File: src/rtl/pipelined_addsub_if.sv
// Operand/result handshake bundle for pipelined_addsub.
// The producer/consumer side takes master, the adder takes slave.
interface pipelined_addsub_if #(parameter int N = 8);
  logic         in_valid;
  logic         in_ready;
  logic [N-1:0] a;
  logic [N-1:0] b;
  logic         c_in;
  logic         sub;
  logic         out_valid;
  logic         out_ready;
  logic [N-1:0] sum;
  logic         c_out;
  logic         ovf;

  modport master (
    output in_valid, a, b, c_in, sub, out_ready,
    input  in_ready, out_valid, sum, c_out, ovf
  );
  modport slave (
    input  in_valid, a, b, c_in, sub, out_ready,
    output in_ready, out_valid, sum, c_out, ovf
  );
endinterface

File: src/rtl/pipelined_addsub.sv
// Pipelined N-bit signed add/sub: carry chain cut into STAGES slices, one
// register per slice, valid/ready flow control with full-rate backpressure.
module pipelined_addsub_stage #(
  parameter int N = 8,
  parameter int W = 4,
  parameter int K = 0
) (
  input  logic         clk,
  input  logic         rst,
  input  logic         ld,
  input  logic         adv,
  input  logic [N-1:0] a_d,
  input  logic [N-1:0] b_d,
  input  logic [N-1:0] res_d,
  input  logic         c_d,
  output logic         vld,
  output logic [N-1:0] a_q,
  output logic [N-1:0] b_q,
  output logic [N-1:0] res_q,
  output logic         c_q,
  output logic         ct_q
);
  logic [W-1:0] a_sl, b_sl, s_sl;
  logic         co;
  logic [N-1:0] res_nx;

  assign a_sl = a_d[K*W +: W];
  assign b_sl = b_d[K*W +: W];
  assign {co, s_sl} = {1'b0, a_sl} + {1'b0, b_sl} + {{W{1'b0}}, c_d};

  always_comb begin
    res_nx = res_d;
    res_nx[K*W +: W] = s_sl;
  end

  always_ff @(posedge clk) begin
    if (rst) begin
      vld   <= 1'b0;
      a_q   <= '0;
      b_q   <= '0;
      res_q <= '0;
      c_q   <= 1'b0;
      ct_q  <= 1'b0;
    end else if (ld) begin
      vld   <= 1'b1;
      a_q   <= a_d;
      b_q   <= b_d;
      res_q <= res_nx;
      c_q   <= co;
      // sum bit = a ^ b ^ carry-in, so the carry into the slice MSB falls out by xor
      ct_q  <= s_sl[W-1] ^ a_sl[W-1] ^ b_sl[W-1];
    end else if (adv) begin
      vld   <= 1'b0;
    end
  end
endmodule

module pipelined_addsub #(
  parameter int N      = 8,
  parameter int STAGES = 2
) (
  input  logic               clk,
  input  logic               rst,
  pipelined_addsub_if.slave  bus
);
  localparam int W = N / STAGES;

  if (N < 2 || STAGES < 1 || STAGES > N || (N % STAGES) != 0) begin : g_bad_param
    $error("pipelined_addsub: N must be >= 2 and a multiple of STAGES (1..N)");
  end

  // index k feeds stage k; index k+1 is stage k's register
  logic [STAGES:0][N-1:0] a_r, b_r, res_r;
  logic [STAGES:0]        c_r;
  logic [STAGES-1:0]      ct_r;
  logic [STAGES-1:0]      vld_pipe, adv, ld;
  logic                   acc;
  logic                   unused_tail;

  assign a_r[0]   = bus.a;
  assign b_r[0]   = bus.sub ? ~bus.b : bus.b;
  assign res_r[0] = '0;
  assign c_r[0]   = bus.sub ? ~bus.c_in : bus.c_in;

  // advance chain runs from the output back toward the input
  always_comb begin
    adv = '0;
    adv[STAGES-1] = vld_pipe[STAGES-1] && bus.out_ready && !rst;
    for (int k = STAGES - 2; k >= 0; k--)
      adv[k] = vld_pipe[k] && (!vld_pipe[k+1] || adv[k+1]);
  end

  assign acc = !rst && (!vld_pipe[0] || adv[0]);

  always_comb begin
    ld = '0;
    ld[0] = bus.in_valid && acc;
    for (int k = 1; k < STAGES; k++)
      ld[k] = adv[k-1];
  end

  for (genvar k = 0; k < STAGES; k++) begin : g_stage
    pipelined_addsub_stage #(.N(N), .W(W), .K(k)) u_stage (
      .clk   (clk),
      .rst   (rst),
      .ld    (ld[k]),
      .adv   (adv[k]),
      .a_d   (a_r[k]),
      .b_d   (b_r[k]),
      .res_d (res_r[k]),
      .c_d   (c_r[k]),
      .vld   (vld_pipe[k]),
      .a_q   (a_r[k+1]),
      .b_q   (b_r[k+1]),
      .res_q (res_r[k+1]),
      .c_q   (c_r[k+1]),
      .ct_q  (ct_r[k])
    );
  end

  assign bus.in_ready  = acc;
  assign bus.out_valid = vld_pipe[STAGES-1] && !rst;
  assign bus.sum       = res_r[STAGES];
  assign bus.c_out     = c_r[STAGES];
  assign bus.ovf       = c_r[STAGES] ^ ct_r[STAGES-1];

  assign unused_tail = ^{a_r[STAGES], b_r[STAGES], ct_r};
endmodule
File: src/flat_wrapper.sv
// flat-port wrapper written by rule: the top's interface ports become plain ports
module pipelined_addsub_flat 
#(
  parameter int N      = 8,
  parameter int STAGES = 2
)
  (clk, rst, bus_in_valid, bus_a, bus_b, bus_c_in, bus_sub, bus_out_ready, bus_in_ready, bus_out_valid, bus_sum, bus_c_out, bus_ovf);
  pipelined_addsub_if #(.N(N)) bus_i ();
  input  logic clk;
  input  logic rst;
  input wire logic [$bits(bus_i.in_valid)-1:0] bus_in_valid;
  input wire logic [$bits(bus_i.a)-1:0] bus_a;
  input wire logic [$bits(bus_i.b)-1:0] bus_b;
  input wire logic [$bits(bus_i.c_in)-1:0] bus_c_in;
  input wire logic [$bits(bus_i.sub)-1:0] bus_sub;
  input wire logic [$bits(bus_i.out_ready)-1:0] bus_out_ready;
  output wire logic [$bits(bus_i.in_ready)-1:0] bus_in_ready;
  output wire logic [$bits(bus_i.out_valid)-1:0] bus_out_valid;
  output wire logic [$bits(bus_i.sum)-1:0] bus_sum;
  output wire logic [$bits(bus_i.c_out)-1:0] bus_c_out;
  output wire logic [$bits(bus_i.ovf)-1:0] bus_ovf;
  assign bus_i.in_valid = bus_in_valid;
  assign bus_i.a = bus_a;
  assign bus_i.b = bus_b;
  assign bus_i.c_in = bus_c_in;
  assign bus_i.sub = bus_sub;
  assign bus_i.out_ready = bus_out_ready;
  assign bus_in_ready = bus_i.in_ready;
  assign bus_out_valid = bus_i.out_valid;
  assign bus_sum = bus_i.sum;
  assign bus_c_out = bus_i.c_out;
  assign bus_ovf = bus_i.ovf;
  pipelined_addsub #(.N(N), .STAGES(STAGES)) u_core (.clk(clk), .rst(rst), .bus(bus_i));
endmodule
File: config.mk
export PLATFORM = sky130hd
export DESIGN_NAME = pipelined_addsub_flat
export DESIGN_NICKNAME = d
export VERILOG_FILES = /design/src/rtl/pipelined_addsub_if.sv /design/src/rtl/pipelined_addsub.sv /design/src/flat_wrapper.sv
export SDC_FILE = /design/constraint.sdc
export NUM_CORES = 1
export LEC_CHECK = 0
export CAP_MARGIN = 20
export CORE_MARGIN = 3
export CORE_UTILIZATION = 40
export DETAILED_ROUTE_END_ITERATION = 8
export GPL_ROUTABILITY_DRIVEN = 0
export PLACE_DENSITY = 0.68
export SETUP_SLACK_MARGIN = 0.02
export SLEW_MARGIN = 30
export SYNTH_ARGS = -nofsm -noshare
export SYNTH_HDL_FRONTEND = slang
export SYNTH_SLANG_ARGS = --single-unit
File: constraint.sdc
create_clock -name clk -period 2.8 [get_ports clk]
set_input_delay 0.56 -clock clk [delete_from_list [all_inputs] [get_ports clk]]
set_output_delay 0.56 -clock clk [all_outputs]
set_load 0.05 [all_outputs]
## Yosys cells after proc, flatten, opt, wreduce, memory -nomap -nowiden

Cells that the tools add are included.

| word-level totals | value |
|---|---|
| register bits | 33 |
| input bits | 22 |
| output and inout port bits | 12 |
| logic and storage cells | 37 |

| cells by class | value |
|---|---|
| add/subtract/negate cells | 4 |
| muxes and demuxes | 6 |
| bitwise logic cells | 5 |
| reduce and logical (&&, ||, !) cells | 13 |

Operator list:

| operator | number |
|---|---|
| $add 4x4->5 | 2 |
| $add 5x1->5 | 2 |
| $mux 8 | 1 |
| $not 8->8 | 1 |
| $logic_and 1x1->1 | 6 |
| $mux 1 | 5 |
| $reduce_bool 2->1 | 2 |
| $logic_not 1->1 | 3 |
| $xor 1x1->1 | 3 |
| $logic_or 1x1->1 | 2 |
| $not 1->1 | 1 |

## Longest topological paths before layout

Gate-level depths: netlist (run 1).

| depth | value |
|---|---|
| depth in word-level cells | 8 |
| gate-level depth with buffers | 7 |
| gate-level depth less buffers | 6 |

## By module

A second synthesis (run 1) with hierarchy kept.

| second synthesis, totals | value |
|---|---|
| cells, all modules | 237 |
| area total of the unflattened synthesis | 2409.8 sq um |

By module, submodules not included:

| module | times used | cells an instance | area each (sq um) | seq. area each (sq um) |
|---|---|---|---|---|
| pipelined_addsub_stage | 2 | 109 | 1126.1 | 540.5 |
| pipelined_addsub | 1 | 19 | 157.7 | 0.0 |

## Worst setup path before layout (run 1)

Ideal clock, no wire load.

| timing path | value |
|---|---|
| path kind | input to register |
| start | input port bus_sub |
| end | register u_core.g_stage[0].u_stage.c_q |
| setup time | 0.121 ns |
| arrival | 2.197 ns |
| required time | 2.679 ns |
| setup slack | 0.482 ns |
| cell stages on the path | 7 |
| buffers on the path | 1 |
| cell sequence | buf_2 > xor2_1 > fa_1 > fa_1 > a21o_1 > a211oi_1 > nor3_1 |

| between the ends | value |
|---|---|
| cells in the longest elaborated chain, start to end | 3 |
| elaborated cells on any way between the ends | 4 |
| those cells by class | 2 x add/sub; 2 x mux |

RTL lines:

| element | RTL line | source |
|---|---|---|
| from (decl) | flat_wrapper.sv:15 | `input wire logic [$bits(bus_i.sub)-1:0] bus_sub;` |
| $mux 8 | pipelined_addsub.sv:81 | `assign b_r[0] = bus.sub ? ~bus.b : bus.b;` |
| $add 4x4->5 | pipelined_addsub.sv:29 | `assign {co, s_sl} = {1'b0, a_sl} + {1'b0, b_sl} + {{W{1'b0}}, c_d};` |
| $add 5x1->5 (*) | pipelined_addsub.sv:29 |  |
| to (signal assigned) | pipelined_addsub.sv:49 | `c_q <= co;` |
| to (decl) | pipelined_addsub.sv:20 | `output logic c_q,` |

Every way passes the cells marked *; elsewhere a longest branch is shown, timed or not.
A chain may end at the register's enable or synchronous reset.

## Final worst setup path (run 1)

Ends and elaborated chain as after synthesis.

==> summary.txt, run 1 <==
Synth
  – Yosys top cell area share: 39.0%
  – Post-synth EDFFs: 0
  – #FFs+latches synth: 25
  – Ranking of synthesized cells by area: dfxtp_1 (39%), fa_1 (6.2%), ha_1 (5.8%), xor2_1 (4.8%), mux2i_1 (4.7%)
  – Async S/R FF share, synth: 0%
  – Seq/Total Area, Yosys: 39.0%
  – Area of the mapped netlist: 1280 um^2
  – Cell variety after synth: 30
  – Syn nets: 167
  – Post-Syn Area per Cell: 9.51 um^2
  – Most used flip-flop cell after synthesis: dfxtp_1
  – Synth area leader: dfxtp_1
  – Commonest cells post-synth: dfxtp_1 (25), nand2_1 (12), nand3_1 (12), nor2_1 (11), a21oi_1 (9)
  – Most common cell in the netlist: dfxtp_1
  – YS warnings: 0
  – Post-Syn Instances: 135

GRT
  – Global-route wire length before repair: 4.43 mm
  – Tot GR Track Use: 14.2%
  – Number of global-route vias before repair: 1,054
  – Largest net degree at the start of global routing: 19
  – Total grt overflow: 0
  – Antenna violations before repair: 0

Power
  – IR drop worst, VDD: 180 uV
  – PwrDens: 473 nW/um^2
  – Leak: 0.718 nW
  – Power after layout: 0.000808 W

Setup path
  – CP Cell Sequence: clkdlybuf4s50_1 > xor2_1 > fa_1 > fa_1 > a21o_1 > a211oi_1 > nor3_1
  – CP top delay family: adder cells
  – Setup crit end kind: register
  – Worst path slowest cell: clkdlybuf4s50_1
  – Arrival time worst endpoint: 2.61 ns
  – WP buf/inv: 1
  – Critical path type: in2reg
  – CP most frequent cell: fa_1
  – Worst path max stage delay: 0.49 ns
  – Peak fanout along the critical path: 4
  – Worst Path Required: 3.00 ns
  – Setup crit start kind: input pin

Floorplan
  – Die Wd: 62.7 um
  – Io pins: 34
  – Num rows: 19
  – Area of the die: 3930 um^2
  – Starting Density: 44.3%
  – Core area: 2900 um^2
  – Die height: 62.7 um

Clock tree
  – Setup repair bufs after CTS: 0
  – Post_cts resized: 0
  – CTS tree: built
  – # hold bufs at CTS: 0
  – Cts bufs inserted: 3
  – Clock Latency Late Sink: 0.31 ns
  – CTS clock-pin slew for the worst setup and hold paths: 0.13 ns
  – H-Tree Depth: 1
  – Clk buf depth: 2
  – Clock root cell: clkbuf_4
  – Clock sink count: 25

Layout
  – Layout area overhead: 33.1%
  – Fin util: 58.9%
  – Register area: 500 um^2
  – Fin cells: 212
  – Final instance area: 1710 um^2
  – Footprint of the multi-input gates: 742 um^2
  – Final nets: 203
  – Filler Cell Count: 276
  – Ant diodes: 0
  – Layout cell share with drive strength beyond 1: 8.24%

Route
  – Drt total wl: 2.69 mm
  – Post-DRT Antenna Nets: 0
  – Vias per cell: 4.91
  – 1st-iter DRT viols: 31
  – Drt wl/cell: 12.7 um
  – DR vias: 1,041
  – DRC violations left: 0
  – 1st-pass router iterations: 4

Timing
  – Worst Max-Slew Pin Slew: 0.519 ns
  – Max Clk Rate: 415 MHz
  – Final period util: 86.0%
  – Slew HR: 65.3%
  – RSZ-0062 raised after global routing: false
  – Hold Fails Final Rpt: 0
  – Final setup vio count: 0
  – Final setup skew: 0.00294 ns
  – Setup TNS: 0 ns
  – Fin crit period: 2.41 ns
  – Max Slew Vio Count: 0

Placement
  – # port buffers: 33
  – Dpl hpwl: 2.15 mm
  – Placed cells: 208
  – Dpl cell area: 1680 um^2

Hold path
  – Min-delay worst type: reg2reg

Job
  – Max-cap violations: 0

Status
  – Status: finished, final reports clean
-- cells by family after synthesis --
logic type	count (synthesis)	share of synthesized area, %
AO/OA/AOI/OAI	25	12.2
XOR/XNOR	14	10.7
adder cells (fa/ha/maj)	10	12.1
buffers and inverters	8	3.22
flip-flops	25	39.0
multiplexers	6	4.68
AND/OR/NAND/NOR	47	18.1
-- layout by cell type, fill, tap and decap left out, types with 2 or more instances in the layout --
cell	n
a21o_1	3
buf_12	2
nand2_1	12
nor2_1	11
ha_1	6
a21oi_1	9
buf_4	4
dfxtp_1	25
xnor2_1	6
nand2b_1	2
clkbuf_4	3
inv_1	2
clkdlybuf4s50_1	31
nand3_1	12
fa_1	4
and3_1	4
xor2_1	7
o21ai_1	2
mux2i_1	6
o21ai_0	8
-- per-stage QoR --
step	hold WS (ns)	worst slack [ns]
floorplan	0.434	0.482
global route	0.499	0.330
detailed placement	0.453	0.0209
finish	0.467	0.391
CTS	0.472	0.374
global placement	0.452	0.0969
-- cell type report --
class | instances | area share [%]
Inverter | 2 | 0.439
Clock buffer | 4 | 1.54
Timing Repair Buffer | 37 | 22.3
Multi-Input combinational cell | 102 | 43.4
Sequential cell | 25 | 29.3
Tap cell | 42 | 3.07
-- final timing paths --
check	startpoint	endpoint	slack [ns]	cells past startpoint
worst min register to register	u_core.g_stage[0].u_stage.res_q[1]	u_core.g_stage[0].u_stage.res_q[1]	0.47	2
worst max register to register	u_core.g_stage[0].u_stage.c_q	u_core.g_stage[1].u_stage.c_q	1.03	5
worst max-delay path	bus_sub	u_core.g_stage[0].u_stage.c_q	0.39	7
worst min-delay path	u_core.g_stage[0].u_stage.res_q[1]	u_core.g_stage[0].u_stage.res_q[1]	0.47	2
-- per-layer routing --
metal | vias up | global-route usage, % | wire length, um
met2 | 24 | 27.2 | 1450
li1 | 528 | - | -
met4 | 0 | 6.89 | 27
met3 | 2 | 1.98 | 98
met1 | 487 | 15.1 | 1120
met5 | - | 0 | 0
-- sequential cells by signal (all words and copies together) (netlist names) --
register / count
u_core.g_stage.u_stage.vld: 2
u_core.g_stage.u_stage.a_q: 4
u_core.g_stage.u_stage.c_q: 2
u_core.g_stage.u_stage.ct_q: 1
u_core.g_stage.u_stage.b_q: 4
u_core.g_stage.u_stage.res_q: 12
-- report_power, final --
group / switching, W / internal [W] / total, W / leakage (nW)
Sequential: 0.0000203 / 0.000386 / 0.000406 / 0.206
Combinational: 0.000125 / 0.000118 / 0.000243 / 0.498
Clock: 0.000103 / 0.0000556 / 0.000158 / 0.0150
-- worst min-delay path, cell delays in order (launching register included) --
cell     delay [ns]
dfxtp_1        0.33
nand3_1        0.06
nand2_1        0.04
No activity file was read; power rests on OpenSTA's default activity.
==> run 2: changes to the inputs <==
--- a/config.mk
+++ b/config.mk
@@ -8,6 +8,7 @@
 export CAP_MARGIN = 20
 export CORE_MARGIN = 3
 export CORE_UTILIZATION = 40
+export CTS_BUF_LIST = sky130_fd_sc_hd__clkbuf_8
 export DETAILED_ROUTE_END_ITERATION = 8
 export GPL_ROUTABILITY_DRIVEN = 0
 export PLACE_DENSITY = 0.68
==> summary.txt, run 2 (synthesis results as in run 1) <==
Floorplan
  – Die height: 62.7 um (unchanged)
  – Starting Density: 44.3% (unchanged)
  – Io pins: 34 (unchanged)
  – Num rows: 19 (unchanged)
  – Die Wd: 62.7 um (unchanged)
  – Core area: 2900 um^2 (unchanged)
  – Area of the die: 3930 um^2 (unchanged)

Power
  – Int Power: 0.000602 W (was 0.000560 W)
  – Leak: 0.730 nW (was 0.718 nW)
  – Sw Pwr: 0.000254 W (was 0.000248 W)
  – Switching share of power: 29.7% (was 30.7%)
  – Part of the power in registers: 47.4% (was 50.3%)
  – Combinational Power Share: 28.4% (was 30.1%)
  – Power after layout: 0.000856 W (was 0.000808 W)
  – IR drop worst, VDD: 188 uV (was 180 uV)
  – Clk pwr share: 24.1% (was 19.6%)
  – PwrDens: 496 nW/um^2 (was 473 nW/um^2)

Clock tree
  – Clock root cell: clkbuf_8 (was clkbuf_4)
  – Clock Latency Late Sink: 0.26 ns (was 0.31 ns)
  – Clock sink count: 25 (unchanged)
  – H-Tree Depth: 1 (unchanged)
  – CTS clock-pin slew for the worst setup and hold paths: 0.08 ns (was 0.13 ns)
  – # hold bufs at CTS: 0 (unchanged)
  – CTS tree: built (unchanged)
  – Setup repair bufs after CTS: 0 (unchanged)
  – Cts bufs inserted: 3 (unchanged)
  – Post_cts resized: 0 (unchanged)
  – Clk buf depth: 2 (unchanged)

Setup path
  – CP Cell Sequence: clkdlybuf4s50_1 > xor2_1 > fa_1 > fa_1 > a21o_1 > a211oi_1 > nor3_1 (unchanged)
  – FF-to-FF End: u_core.g_stage[1].u_stage.c_q (unchanged)
  – Reg2reg path depth: 5 (unchanged)
  – Worst path slowest cell: clkdlybuf4s50_1 (unchanged)
  – CP most frequent cell: fa_1 (unchanged)
  – Arrival time worst endpoint: 2.62 ns (was 2.61 ns)
  – Setup crit start kind: input pin (unchanged)
  – Peak fanout along the critical path: 4 (unchanged)
  – Worst path max stage delay: 0.49 ns (about the same)
  – Critical path type: in2reg (unchanged)
  – Worst Path Required: 2.95 ns (was 3.00 ns)
  – Worst flop-to-flop path startpoint: u_core.g_stage[0].u_stage.c_q (unchanged)
  – CP startpoint: bus_sub (unchanged)
  – Setup crit end kind: register (unchanged)
  – R2R Setup Slk: 1.03 ns (about the same)
  – Worst setup path endpoint: u_core.g_stage[0].u_stage.c_q (unchanged)

Layout
  – Biggest register: u_core.g_stage.u_stage.res_q (unchanged)
  – Ant diodes: 0 (unchanged)
  – Max reg flops: 12 (unchanged)
  – Most frequent cells in the layout: clkdlybuf4s50_1 (31), dfxtp_1 (25), nand3_1 (12), nand2_1 (12), nor2_1 (11) (unchanged)
  – Commonest non-fill, non-tap cell in the layout: clkdlybuf4s50_1 (unchanged)
  – Final instance area: 1730 um^2 (was 1710 um^2)
  – Layout cell share with drive strength beyond 1: 8.24% (unchanged)
  – Final nets: 203 (unchanged)
  – Layout area overhead: 34.6% (was 33.1%)
  – Regs by FF count: u_core.g_stage.u_stage.res_q x12, u_core.g_stage.u_stage.a_q x4, u_core.g_stage.u_stage.b_q x4 (unchanged)

Route
  – Drt wl/cell: 12.9 um (was 12.7 um)
  – Post-DRT Antenna Nets: 0 (unchanged)
  – 1st-pass router iterations: 4 (unchanged)
  – DR vias: 1,030 (was 1,041)
  – Metal3 WL: 92 um (was 98 um)
  – 1st-iter DRT viols: 31 (unchanged)
  – Met2 wire len: 1.46 mm (was 1.45 mm)
  – Top Layer Used: met4 (unchanged)
  – Drt total wl: 2.73 mm (was 2.69 mm)
  – DRC violations left: 0 (unchanged)
  – Vias per cell: 4.86 (was 4.91)
  – Metal-1 WL: 1.15 mm (was 1.12 mm)

Timing
  – Hold_ws: 0.460 ns (was 0.467 ns)
  – Max Clk Rate: 405 MHz (was 415 MHz)
  – Final setup vio count: 0 (unchanged)
  – Hold Fails Final Rpt: 0 (unchanged)
  – Final period util: 88.3% (was 86.0%)
  – Worst Max-Slew Pin Slew: 0.518 ns (was 0.519 ns)
  – Slew HR: 65.4% (was 65.3%)
  – Fin crit period: 2.47 ns (was 2.41 ns)
  – Setup TNS: 0 ns (unchanged)
  – Max Slew Vio Count: 0 (unchanged)
  – RSZ-0062 raised after global routing: false (unchanged)
  – Final setup skew: 0.00295 ns (was 0.00294 ns)

GRT
  – Antenna violations before repair: 0 (unchanged)
  – Total grt overflow: 0 (unchanged)
  – Tot GR Track Use: 14.3% (was 14.2%)
  – Number of global-route vias before repair: 1,064 (was 1,054)
  – Global-route wire length before repair: 4.46 mm (was 4.43 mm)
  – Largest net degree at the start of global routing: 19 (unchanged)

Status
  – Status: finished, final reports clean (unchanged)

Placement
  – Dpl hpwl: 2.15 mm (unchanged)
  – # port buffers: 33 (unchanged)
  – Dpl cell area: 1680 um^2 (unchanged)

Job
  – Max-cap violations: 0 (unchanged)

Hold path
  – Min-delay src: u_core.g_stage[0].u_stage.res_q[1] (unchanged)
  – Min-delay worst type: reg2reg (unchanged)
## run 2: final cells by class
class                           instances  area (um^2)
Clock buffer                            3         41.3
Clock inverter                          1         3.75
Fill cell                             277         1170
Inverter                                2         7.51
Multi-Input combinational cell        102          742
Sequential cell                        25          500
Tap cell                               42         52.6
Timing Repair Buffer                   37          380
## run 2: how the worst min path moves through the flow
| stage | to | depth (start not counted) | slack, ns |
|---|---|---|---|
| global route | u_core.g_stage[0].u_stage.res_q[1] | 2 | 0.49 |
| detailed placement | u_core.g_stage[0].u_stage.res_q[1] | 2 | 0.45 |
| floorplan | u_core.g_stage[0].u_stage.res_q[0] | 2 | 0.43 |
| global placement | u_core.g_stage[0].u_stage.res_q[0] | 2 | 0.45 |
| finish | u_core.g_stage[0].u_stage.res_q[1] | 2 | 0.46 |
| CTS | u_core.g_stage[0].u_stage.res_q[1] | 2 | 0.47 |
## run 2: power by group through the flow
stage	sequential [W]	combinational, W	clock [W]
final	0.000406	0.000244	0.000207
after global routing	0.000410	0.000267	0.000228
after CTS	0.000407	0.000247	0.000215
after detailed placement	0.000415	0.000246	0
after global placement	0.000413	0.000238	0
after floorplan	0.000437	0.000134	0
## run 2: per-stage QoR
| stage | utilization (%) | setup WS [ns] | cells |
|---|---|---|---|
| floorplan | - | 0.482 | 135 |
| global placement | 58.0 | 0.0969 | 208 |
| detailed placement | 58.0 | 0.0209 | 208 |
| CTS | 59.6 | 0.309 | 212 |
| global route | 59.6 | 0.257 | 212 |
| finish | 59.6 | 0.328 | 212 |
## run 2: critical path, delay by kind of cell
| kind | cells | cell delay, ns |
|---|---|---|
| adder cells (fa/ha/maj) | 2 | 0.88 |
| buffers and inverters | 1 | 0.49 |
| AO/OA/AOI/OAI | 2 | 0.41 |
| XOR/XNOR | 1 | 0.21 |
| AND/OR/NAND/NOR | 1 | 0.06 |
## run 2: per-layer routing
layer / track usage [%] / vias up
li1: - / 529
met1: 15.1 / 480
met2: 27.6 / 19
met3: 1.98 / 2
met4: 6.89 / 0
met5: 0 / -
==> run 3: changes to the inputs <==
--- a/config.mk
+++ b/config.mk
@@ -6,14 +6,14 @@
 export NUM_CORES = 1
 export LEC_CHECK = 0
 export CAP_MARGIN = 20
-export CORE_MARGIN = 3
+export CORE_MARGIN = 2
 export CORE_UTILIZATION = 40
 export CTS_BUF_LIST = sky130_fd_sc_hd__clkbuf_8
 export DETAILED_ROUTE_END_ITERATION = 8
 export GPL_ROUTABILITY_DRIVEN = 0
 export PLACE_DENSITY = 0.68
 export SETUP_SLACK_MARGIN = 0.02
-export SLEW_MARGIN = 30
+export SLEW_MARGIN = 40
 export SYNTH_ARGS = -nofsm -noshare
 export SYNTH_HDL_FRONTEND = slang
 export SYNTH_SLANG_ARGS = --single-unit
==> summary.txt, run 3 (synthesis results as in run 1) <==
Status
  – Status: finished, final reports clean (unchanged)

Route
  – Drt total wl: 2.47 mm (was 2.73 mm)
  – DR vias: 1,029 (was 1,030)
  – Drt wl/cell: 11.6 um (was 12.9 um)
  – DRC violations left: 0 (unchanged)
  – Post-DRT Antenna Nets: 0 (unchanged)
  – 1st-iter DRT viols: 32 (was 31)
  – 1st-pass router iterations: 4 (unchanged)
  – Vias per cell: 4.83 (was 4.86)

Setup path
  – Worst Path Required: 2.97 ns (was 2.95 ns)
  – CP top delay family: adder cells (unchanged)
  – R2R Setup Slk: 1.02 ns (was 1.03 ns)
  – Arrival time worst endpoint: 2.57 ns (was 2.62 ns)
  – Setup crit start kind: input pin (unchanged)
  – Peak fanout along the critical path: 3 (was 4)
  – Critical path type: in2reg (unchanged)
  – WP buf/inv: 1 (unchanged)
  – CP most frequent cell: fa_1 (unchanged)
  – CP Cell Sequence: clkdlybuf4s50_1 > xor2_1 > fa_1 > fa_1 > a21o_1 > a211oi_1 > nor3_1 (unchanged)
  – Worst path max stage delay: 0.47 ns (was 0.49 ns)
  – Setup crit end kind: register (unchanged)
  – Worst path slowest cell: clkdlybuf4s50_1 (unchanged)

Timing
  – Slew HR: 65.8% (was 65.4%)
  – Final setup skew: 0.00321 ns (was 0.00295 ns)
  – Max Slew Vio Count: 0 (unchanged)
  – Max Clk Rate: 417 MHz (was 405 MHz)
  – Worst Max-Slew Pin Slew: 0.511 ns (was 0.518 ns)
  – Final setup vio count: 0 (unchanged)
  – Final period util: 85.6% (was 88.3%)
  – Fin crit period: 2.40 ns (was 2.47 ns)
  – RSZ-0062 raised after global routing: false (unchanged)
  – Setup TNS: 0 ns (unchanged)
  – Hold Fails Final Rpt: 0 (unchanged)
  – Worst path setup slack after routing: 0.404 ns (was 0.328 ns)

Power
  – Leak: 0.720 nW (was 0.730 nW)
  – Sw Pwr: 0.000261 W (was 0.000254 W)
  – IR drop worst, VDD: 180 uV (was 188 uV)
  – Combinational Power Share: 27.6% (was 28.4%)
  – Int Power: 0.000603 W (was 0.000602 W)
  – Part of the power in registers: 47.0% (was 47.4%)
  – Clk pwr share: 25.4% (was 24.1%)
  – PwrDens: 500 nW/um^2 (was 496 nW/um^2)
  – Switching share of power: 30.2% (was 29.7%)

Layout
  – Commonest non-fill, non-tap cell in the layout: clkdlybuf4s50_1 (unchanged)
  – Fin cells: 213 (was 212)
  – Final nets: 202 (was 203)
  – Regs by FF count: u_core.g_stage.u_stage.res_q x12, u_core.g_stage.u_stage.a_q x4, u_core.g_stage.u_stage.b_q x4 (unchanged)
  – Max reg flops: 12 (unchanged)
  – Ant diodes: 0 (unchanged)
  – Filler Cell Count: 292 (was 277)
  – Layout area overhead: 34.5% (was 34.6%)
  – Biggest register: u_core.g_stage.u_stage.res_q (unchanged)
  – Layout cell share with drive strength beyond 1: 8.28% (was 8.24%)
  – Most frequent cells in the layout: clkdlybuf4s50_1 (31), dfxtp_1 (25), nand3_1 (12), nand2_1 (12), nor2_1 (11) (unchanged)

Clock tree
  – Clock Latency Late Sink: 0.27 ns (was 0.26 ns)
  – CTS clock-pin slew for the worst setup and hold paths: 0.09 ns (was 0.08 ns)
  – CTS tree: built (unchanged)
  – Clk buf depth: 2 (unchanged)
  – Setup repair bufs after CTS: 0 (unchanged)
  – # hold bufs at CTS: 0 (unchanged)
  – H-Tree Depth: 1 (unchanged)
  – Clock root cell: clkbuf_8 (unchanged)
  – Clock sink count: 25 (unchanged)
  – Post_cts resized: 0 (unchanged)
  – Cts bufs inserted: 3 (unchanged)

Job
  – Max-cap violations: 0 (unchanged)

Floorplan
  – Num rows: 20 (was 19)
  – Die Wd: 60.7 um (was 62.7 um)
  – Starting Density: 42.0% (was 44.3%)
  – Io pins: 34 (unchanged)
  – Core area: 3050 um^2 (was 2900 um^2)
  – Die height: 60.7 um (was 62.7 um)
  – Area of the die: 3680 um^2 (was 3930 um^2)

Hold path
  – Min-delay worst type: reg2reg (unchanged)

Placement
  – Place WS: 0.0952 ns (was 0.0209 ns)
  – Placed cells: 209 (was 208)
  – # port buffers: 33 (unchanged)
  – Dpl hpwl: 1.93 mm (was 2.15 mm)

GRT
  – Number of global-route vias before repair: 932 (was 1,064)
  – Largest net degree at the start of global routing: 19 (unchanged)
  – Tot GR Track Use: 14.4% (was 14.3%)
  – Total grt overflow: 0 (unchanged)
  – Global-route wire length before repair: 3.94 mm (was 4.46 mm)
  – Antenna violations before repair: 0 (unchanged)
-- run 3: changes by cell type in the layout (fill, tap and decap cells not counted) --
cell,delta
buf_4,-1
clkinvlp_4,+1
inv_1,-1
-- run 3: routing by layer --
metal	wire, um	GRT usage (%)	part of all wire [%]	vias up
met1	1120	16.9	45	478
met2	1220	25.8	49	23
met3	87	2.77	3.5	4
met5	0	0	0	-
li1	-	-	-	524
met4	42	5.59	1.7	0
-- run 3: worst paths after layout --
check	start	to	cells after the start
worst max-delay path	bus_sub	u_core.g_stage[0].u_stage.c_q	7
worst min-delay path	u_core.g_stage[0].u_stage.res_q[1]	u_core.g_stage[0].u_stage.res_q[1]	2
worst max register to register	u_core.g_stage[0].u_stage.c_q	u_core.g_stage[1].u_stage.c_q	5
worst min register to register	u_core.g_stage[0].u_stage.res_q[1]	u_core.g_stage[0].u_stage.res_q[1]	2
-- run 3: layout make-up --
class	count	area (um^2)	share of cell area, %
clock buffers	3	41.3	2.39
clock inverters	1	7.51	0.435
inverters	2	7.51	0.435
multi-input cells	102	742	43.0
flip-flops and latches	25	500	29.0
well taps	44	55.1	3.19
repair buffers	36	373	21.6
-- run 3: power by group through the flow --
| stage | clock network (W) | registers [W] | logic [W] |
|---|---|---|---|
| after floorplan | 0 | 0.000437 | 0.000134 |
| after global placement | 0 | 0.000413 | 0.000235 |
| after detailed placement | 0 | 0.000415 | 0.000239 |
| after CTS | 0.000226 | 0.000406 | 0.000241 |
| after global routing | 0.000236 | 0.000410 | 0.000261 |
| final | 0.000219 | 0.000406 | 0.000239 |
-- run 3: stage by stage --
step                total power [W]  hold WS [ns]  utilization, %  cell area (um^2)
floorplan                  0.000570         0.434               -              1280
global placement           0.000648         0.447            55.0              1680
detailed placement         0.000654         0.449            55.0              1680
CTS                        0.000874         0.467            56.6              1730
global route               0.000907         0.479            56.6              1730
finish                     0.000864         0.463            56.6              1730
-- run 3: worst min-delay path: stages (launching register included) --
cell	delay (ns)
dfxtp_1	0.32
nand3_1	0.06
nand2_1	0.04
